File: config.mk
export PLATFORM = sky130hd
export DESIGN_NAME = lc3b_ctrl_fsm
export DESIGN_NICKNAME = d
export VERILOG_FILES = /design/src/rtl/lc3b_ctrl_fsm.sv
export SDC_FILE = /design/constraint.sdc
export NUM_CORES = 1
export LEC_CHECK = 0
export ABC_CLOCK_PERIOD_IN_PS = 1750
export BUFFER_PORTS_ARGS = -buffer_cell sky130_fd_sc_hd__buf_2
export CAP_MARGIN = 20
export CORE_UTILIZATION = 45
export CTS_BUF_LIST = sky130_fd_sc_hd__clkbuf_4
export DETAILED_ROUTE_END_ITERATION = 12
export PLACE_DENSITY = 0.87
export SLEW_MARGIN = 5
export SYNTH_ARGS = -nofsm -noshare
export SYNTH_HDL_FRONTEND = slang
export SYNTH_SLANG_ARGS = --single-unit
export TNS_END_PERCENT = 1
File: constraint.sdc
create_clock -name clk -period 1.75 [get_ports clk]
set_clock_uncertainty 0.1 [all_clocks]
set_input_delay 0.175 -clock clk [delete_from_list [all_inputs] [get_ports clk]]
set_output_delay 0.175 -clock clk [all_outputs]
set_load 0.005 [all_outputs]
File: src/rtl/lc3b_ctrl_fsm.sv
// Control FSM for a small LC-3b style datapath: fetch, decode, execute,
// memory and write-back sequencing with a bounded memory wait and sticky error flags.
module lc3b_ctrl_fsm #(
  parameter int unsigned MEM_TIMEOUT = 15,
  parameter int unsigned BYTE_EN     = 1
) (
  input  logic        clk,
  input  logic        rst,
  input  logic [15:0] ir,
  input  logic        N,
  input  logic        Z,
  input  logic        P,
  input  logic        done,
  output logic        mem_L,
  output logic        mem_S,
  output logic        mem_word,
  output logic        load_ir,
  output logic        load_pc,
  output logic        load_mar,
  output logic        load_mdr,
  output logic        reg_w,
  output logic        genCC,
  output logic [1:0]  pc_mux,
  output logic        mar_mux,
  output logic        mdr_mux_ctrl,
  output logic [1:0]  dr_in_mux,
  output logic [1:0]  alu_control,
  output logic [2:0]  state,
  output logic        halted,
  output logic        illegal,
  output logic        timeout_err
);

  typedef enum logic [2:0] {
    FETCH0 = 3'd0, FETCH1 = 3'd1, FETCH2 = 3'd2, DECODE = 3'd3,
    EXEC   = 3'd4, MEM    = 3'd5, WB     = 3'd6, HALT   = 3'd7
  } state_t;

  localparam int unsigned   CW      = (MEM_TIMEOUT > 0) ? $clog2(MEM_TIMEOUT + 1) : 1;
  localparam logic [CW-1:0] TMO     = CW'(MEM_TIMEOUT);
  localparam logic [CW-1:0] CNT_MAX = '1;
  localparam bit            BEN     = (BYTE_EN != 0);

  state_t        state_q, state_d;
  logic [CW-1:0] cnt_q, cnt_d, cnt_inc;
  logic          ill_q, ill_d, tmo_q, tmo_d;
  logic          tmo_hit;

  logic [3:0] op;
  logic       is_add, is_and, is_xor, is_alu, is_br, is_jmp, is_lea;
  logic       is_ldw, is_stw, is_ldb, is_stb, is_load, is_store, is_legal;
  logic       br_taken;
  logic       unused_ir;

  assign op       = ir[15:12];
  assign is_add   = (op == 4'b0001);
  assign is_and   = (op == 4'b0101);
  assign is_xor   = (op == 4'b1001);
  assign is_alu   = is_add | is_and | is_xor;
  assign is_br    = (op == 4'b0000);
  assign is_jmp   = (op == 4'b1100);
  assign is_lea   = (op == 4'b1110);
  assign is_ldw   = (op == 4'b0110);
  assign is_stw   = (op == 4'b0111);
  assign is_ldb   = BEN && (op == 4'b0010);
  assign is_stb   = BEN && (op == 4'b0011);
  assign is_load  = is_ldw | is_ldb;
  assign is_store = is_stw | is_stb;
  assign is_legal = is_alu | is_br | is_jmp | is_lea | is_load | is_store;
  assign br_taken = (ir[11] & N) | (ir[10] & Z) | (ir[9] & P);
  assign unused_ir = ^ir[8:0];

  // Counter saturates rather than wrapping so a disabled timeout never aliases.
  assign cnt_inc = (cnt_q == CNT_MAX) ? cnt_q : cnt_q + CW'(1);
  assign tmo_hit = (MEM_TIMEOUT != 0) && (cnt_q == TMO);

  assign state       = rst ? 3'd0 : state_q;
  assign illegal     = ill_q & ~rst;
  assign timeout_err = tmo_q & ~rst;

  always_comb begin
    state_d      = state_q;
    cnt_d        = '0;
    ill_d        = ill_q;
    tmo_d        = tmo_q;
    mem_L        = 1'b0;
    mem_S        = 1'b0;
    mem_word     = 1'b0;
    load_ir      = 1'b0;
    load_pc      = 1'b0;
    load_mar     = 1'b0;
    load_mdr     = 1'b0;
    reg_w        = 1'b0;
    genCC        = 1'b0;
    pc_mux       = 2'b00;
    mar_mux      = 1'b0;
    mdr_mux_ctrl = 1'b0;
    dr_in_mux    = 2'b00;
    alu_control  = 2'b00;
    halted       = 1'b0;
    if (!rst) begin
      unique case (state_q)
        FETCH0: begin
          load_mar = 1'b1;
          load_pc  = 1'b1;
          state_d  = FETCH1;
        end
        FETCH1: begin
          mem_L    = 1'b1;
          mem_word = 1'b1;
          if (done) begin
            load_mdr = 1'b1;
            state_d  = FETCH2;
          end else if (tmo_hit) begin
            state_d = HALT;
            tmo_d   = 1'b1;
          end else begin
            cnt_d = cnt_inc;
          end
        end
        FETCH2: begin
          load_ir = 1'b1;
          state_d = DECODE;
        end
        DECODE: begin
          if (is_legal) begin
            state_d = EXEC;
          end else begin
            state_d = HALT;
            ill_d   = 1'b1;
          end
        end
        EXEC: begin
          state_d = FETCH0;
          if (is_alu) begin
            reg_w       = 1'b1;
            genCC       = 1'b1;
            alu_control = is_and ? 2'b01 : (is_xor ? 2'b10 : 2'b00);
          end
          if (is_br && br_taken) begin
            load_pc = 1'b1;
            pc_mux  = 2'b01;
          end
          if (is_jmp) begin
            load_pc = 1'b1;
            pc_mux  = 2'b10;
          end
          if (is_lea) begin
            reg_w     = 1'b1;
            dr_in_mux = 2'b10;
          end
          if (is_load || is_store) begin
            load_mar = 1'b1;
            mar_mux  = 1'b1;
            state_d  = MEM;
          end
          if (is_store) begin
            load_mdr     = 1'b1;
            mdr_mux_ctrl = 1'b1;
          end
        end
        MEM: begin
          mem_word = is_ldw | is_stw;
          mem_S    = is_store;
          mem_L    = ~is_store;
          if (done) begin
            load_mdr = ~is_store;
            state_d  = is_store ? FETCH0 : WB;
          end else if (tmo_hit) begin
            state_d = HALT;
            tmo_d   = 1'b1;
          end else begin
            cnt_d = cnt_inc;
          end
        end
        WB: begin
          reg_w     = 1'b1;
          dr_in_mux = 2'b01;
          genCC     = 1'b1;
          state_d   = FETCH0;
        end
        HALT: begin
          halted = 1'b1;
        end
        default: state_d = FETCH0;
      endcase
    end
  end

  always_ff @(posedge clk) begin
    if (rst) begin
      state_q <= FETCH0;
      cnt_q   <= '0;
      ill_q   <= 1'b0;
      tmo_q   <= 1'b0;
    end else begin
      state_q <= state_d;
      cnt_q   <= cnt_d;
      ill_q   <= ill_d;
      tmo_q   <= tmo_d;
    end
  end

endmodule

Word level (Yosys, flattened, before mapping)

Index checks and enable logic that the tools add are counted.

Input port bits: 22
Output and inout bits: 23
Logic and storage cells: 105
Bits in registers: 9

Reduce and logical (&&, ||, !) cells: 9
Eq/ne operators: 17
$add $sub $neg: 1
Mux-type cells: 52
Bitwise operators: 22

Operator list:

| cell                                                 | count |
|---|---|
| two-way mux 1 bit                                    | 26 |
| two-way mux 2 bit                                    | 11 |
| case mux 3 bit (7 select lines)                      | 1 |
| two-way mux 3 bit                                    | 6 |
| equality test 4 bit (second input constant)          | 4 |
| equality test 3 bit (second input constant)          | 4 |
| equality test 4 x 3 -> 1 bit (second input constant) | 3 |
| OR 1 bit                                             | 12 |
| case mux 1 bit (2 select lines)                      | 6 |
| equality test 4 x 2 -> 1 bit (second input constant) | 2 |
| nonzero test 7 bit                                   | 1 |
| equality test 3 x 2 -> 1 bit (second input constant) | 2 |
| bitwise AND 1 bit                                    | 5 |
| NOT 1 bit                                            | 5 |
| adder 4 x 1 -> 4 bit (second input constant)         | 1 |
| equality test 4 x 1 -> 1 bit (second input constant) | 1 |
| logical NOT 4 bit                                    | 1 |
| case mux 2 bit (2 select lines)                      | 1 |
| OR reduction 4 bit                                   | 1 |
| equality test 3 x 1 -> 1 bit (second input constant) | 1 |
| logical NOT 3 bit                                    | 1 |
| case mux 1 bit (3 select lines)                      | 1 |
| AND reduction 3 bit                                  | 1 |
| AND reduction 2 bit                                  | 1 |
| other kinds (3)                                      | 3 |

Logic depth before layout (Yosys ltp)

Depth in word-level cells: 10
Gate-level depth with buffers: 5
Mapped depth without buffers: 5

Worst setup path before layout

No wires, ideal clock.

Path type: reg2reg
From: register cnt_q[0]
To: register state_q[1]
Arrival: 1.294 ns
Setup time: 0.079 ns
Setup slack: 0.277 ns
Period minus slack after synthesis: 1.473 ns
Required time: 1.571 ns
Cell stages (with the launch flop): 6
Buffers on the path: 0
Path through: dfxtp_1 > ha_1 > nand3_1 > nor4b_1 > nor4_1 > a211oi_2

Cells in the longest elaborated chain, start to end: 4
Elaborated cells on any way between the ends: 5
Those cells by class: eq/ne (1); mux (4)

RTL lines:

| element                                     | line | RTL |
|---|---|---|
| from (decl)                                 | 45   | `logic [CW-1:0] cnt_q, cnt_d, cnt_inc;` |
| from (signal assigned)                      | 198  | `cnt_q <= cnt_d;` |
| equality test 4 bit *                       | 75   | `assign tmo_hit = (MEM_TIMEOUT != 0) && (cnt_q == TMO);` |
| two-way mux 3 bit *                         | --   |  |
| two-way mux 3 bit, on equally long branches | --   |  |
| case mux 3 bit (7 select lines) *           | --   |  |
| to (signal assigned)                        | 197  | `state_q <= state_d;` |
| to (decl)                                   | 44   | `state_t state_q, state_d;` |

Mark *: on every way between the ends. The rest lies on a longest branch, timed or not.
A chain may end at the register's enable or synchronous reset.

Worst setup path after layout

From: register state_q[2]
To: output pc_mux[0]

Cells in the longest elaborated chain, start to end: 3

RTL lines:

| element             | line | RTL |
|---|---|---|
| equality test 3 bit | 102  | `unique case (state_q)` |
| two-way mux 2 bit   | 102  |  |
| two-way mux 2 bit   | 101  | `if (!rst) begin` |
| to (decl)           | 23   | `output logic [1:0] pc_mux,` |

Every way passes these cells.

==> run metrics <==
outcome finished, violations left; failing checks design-rule violations, negative setup slack; count of different cell masters after synthesis 44; via-per-instance ratio between 5 and 6; later-pin clock latency in the skew report ~0.26 ns; initial core utilization 49.8%; slowest stage delay, CP 0.36 ns; Critical Setup Path Class reg -> out; Tmin final between 1.5 and 2 ns; Setup crit end kind output pin; Design Power between 500 and 600 uW; fmax about 550 MHz; most common cell in the netlist nor2_1; Synth top area share 22.9%; area growth from synthesis to layout 29.5%; min setup slack post-route -0.0642 ns; most common flop cell mapped by yosys dfxtp_1; Placer Congestion roughly 0.9; Reg clk slew, reported paths around 0.060 ns; Routed Antenna Nets 0; Syn Nets around 130; worst-margin pin slew 0.594 ns; die height approximately 44 um; GRT overflow 0; critical path required time around 1.5 ns; layout cells sized above 1 a little under half; post-route clock period utilization 104%; Pwr Density 536 nW/um2; CTS Root Cell clkbuf_4; H-tree levels 1; CTS Buffer Depth 2; CTS tree built; worst hold-check path type in -> reg; Post-synth ARST share 0%; Post-synth EDFFs 0; I/O Pins 45; vias in the first global route 726; cell count after synthesis 102; fin util 64.5%; # placed instances around 150; RSZ-0062 raised after global routing yes; fin. max-slew vios 0; Num CTS Buffers 3; CP Data Arrival Time 1.54 ns; post-route insts no fill ~150; drt wl/cell between 10 and 15 um; DRT iter0 DRCs 42; maximum vdd ir drop 395 uV; DR pass1 iterations 8; syn_area_per_cell 7.70 um2; Final Routed Wirelength 2140 um; DIE AREA around 1900 um2; first-pass GRT wire length ~3300 um; critical path, cell by cell nand2b_4, inv_4, nand3_4, or3_4, nor4_4, buf_2; GR Util All Layers between 20% and 30%; largest net degree at the start of global routing 13; Seq/Total Area, Yosys a little under a quarter; Area contributors post-synth dfxtp_1 (23%), nor2_1 (6.7%), a21oi_1 (5.7%), nand3_2 (3.8%), nor3_1 (3.8%); area of the mapped netlist slightly below 800 um2; row count 14; Die X ~44 um; placed wire-length estimate about 1500 um; Core ar. 1580 um2; Yosys warnings 0; # port buffers 35; Synth Register Bits 9; residual DRC count 4; Hold-fix buffers, CTS 0; Max-cap violations 0; # nets final 161; commonest cells in the netlist nor2_1 (14), a21oi_1 (9), dfxtp_1 (9), nand2_1 (7), nor3_1 (6); total number of vias approximately 900; top cell type by total area after synthesis dfxtp_1; initial antenna violation count 0; CP startpoint kind flop; slew margin rel. 60.4%; critical path peak fanout 5; n_diodes 0; Leak 0.456 nW; CP max-delay cell dfxtp_2; final setup fails 2; Fin. Hold Viols 0; R2R Setup Slk between 0.1 and 0.15 ns; CTS Sinks 9
[state kept, by name, indices dropped and copies added, names as in the netlist]
name	cells
cnt_q	4
state_q	3
ill_q	1
tmo_q	1
[what timing repair did]
| action | CTS | global route |
|---|---|---|
| resized for setup | 6 | 2 |
| endpoints found under the setup margin | 5 | 8 |
| gates cloned | 0 | 0 |
| buffers inserted | 1 | 0 |
[kinds of logic after synthesis]
| kind of cell | count (synthesis) | share of synthesized area [%] |
|---|---|---|
| AND/OR/NAND/NOR | 55 | 44.3 |
| AO/OA/AOI/OAI | 22 | 18.8 |
| buffers and inverters | 13 | 9.39 |
| flip-flops | 9 | 22.9 |
| XOR/XNOR | 1 | 1.11 |
| multiplexers | 1 | 1.91 |
| adder cells (fa/ha/maj) | 1 | 1.59 |
[cell usage in the layout (no fill, tap or decap), types with 3 or more instances in the layout]
cell type / instances
dfxtp_2: 3
nor3_1: 6
nand2_1: 7
buf_4: 5
a31oi_1: 3
a21oi_1: 9
buf_2: 35
dfxtp_1: 6
clkbuf_4: 4
nor2_1: 14
[final cells by class]
class | count | area (um2)
fill | 149 | 559
sequential | 9 | 184
tap | 16 | 20.0
multi-input combinational | 80 | 553
timing repair buffer | 40 | 213
inverter | 4 | 17.5
clock buffer | 4 | 30.0
[power by group]
part	switching, mW	internal (mW)	total, mW
clock network	0.0718	0.103	0.175
logic	0.0845	0.0631	0.148
registers	0.0100	0.212	0.222
total	0.166	0.379	0.545
[critical path: cells and delay by family, from the launching register on]
kind	cells	cell delay, ns
and+or+nand+nor	4	0.69
buffers and inverters	2	0.23
DFF	1	0.36
[final timing paths]
path,startpoint,end,depth (start not counted)
worst max-delay path,state_q[2],pc_mux[0],6
worst max register to register,cnt_q[0],state_q[1],5
worst min register to register,ill_q,ill_q,2
worst min-delay path,done,cnt_q[3],2
[per-layer routing]
metal	wire length [um]	up-vias	track usage [%]
li1	-	441	-
met1	915	400	28.6
met2	1040	45	37.6
met3	118	8	4.17
met4	61	0	12.5
met5	0	-	0
[per-stage QoR]
step | TNS [ns] | area, um2 | setup slack, ns | hold WS, ns
final | -0.0720 | 1020 | -0.0642 | 0.0879
after detailed placement | 0 | 952 | 0.131 | 0.356
after global placement | 0 | 952 | 0.156 | 0.343
after floorplan | 0 | 786 | 0.277 | 0.280
after global routing | -0.309 | 1020 | -0.139 | 0.0962
after CTS | -0.0468 | 1010 | -0.0403 | 0.0850
Note: power is estimated with default switching activity, not from simulation.
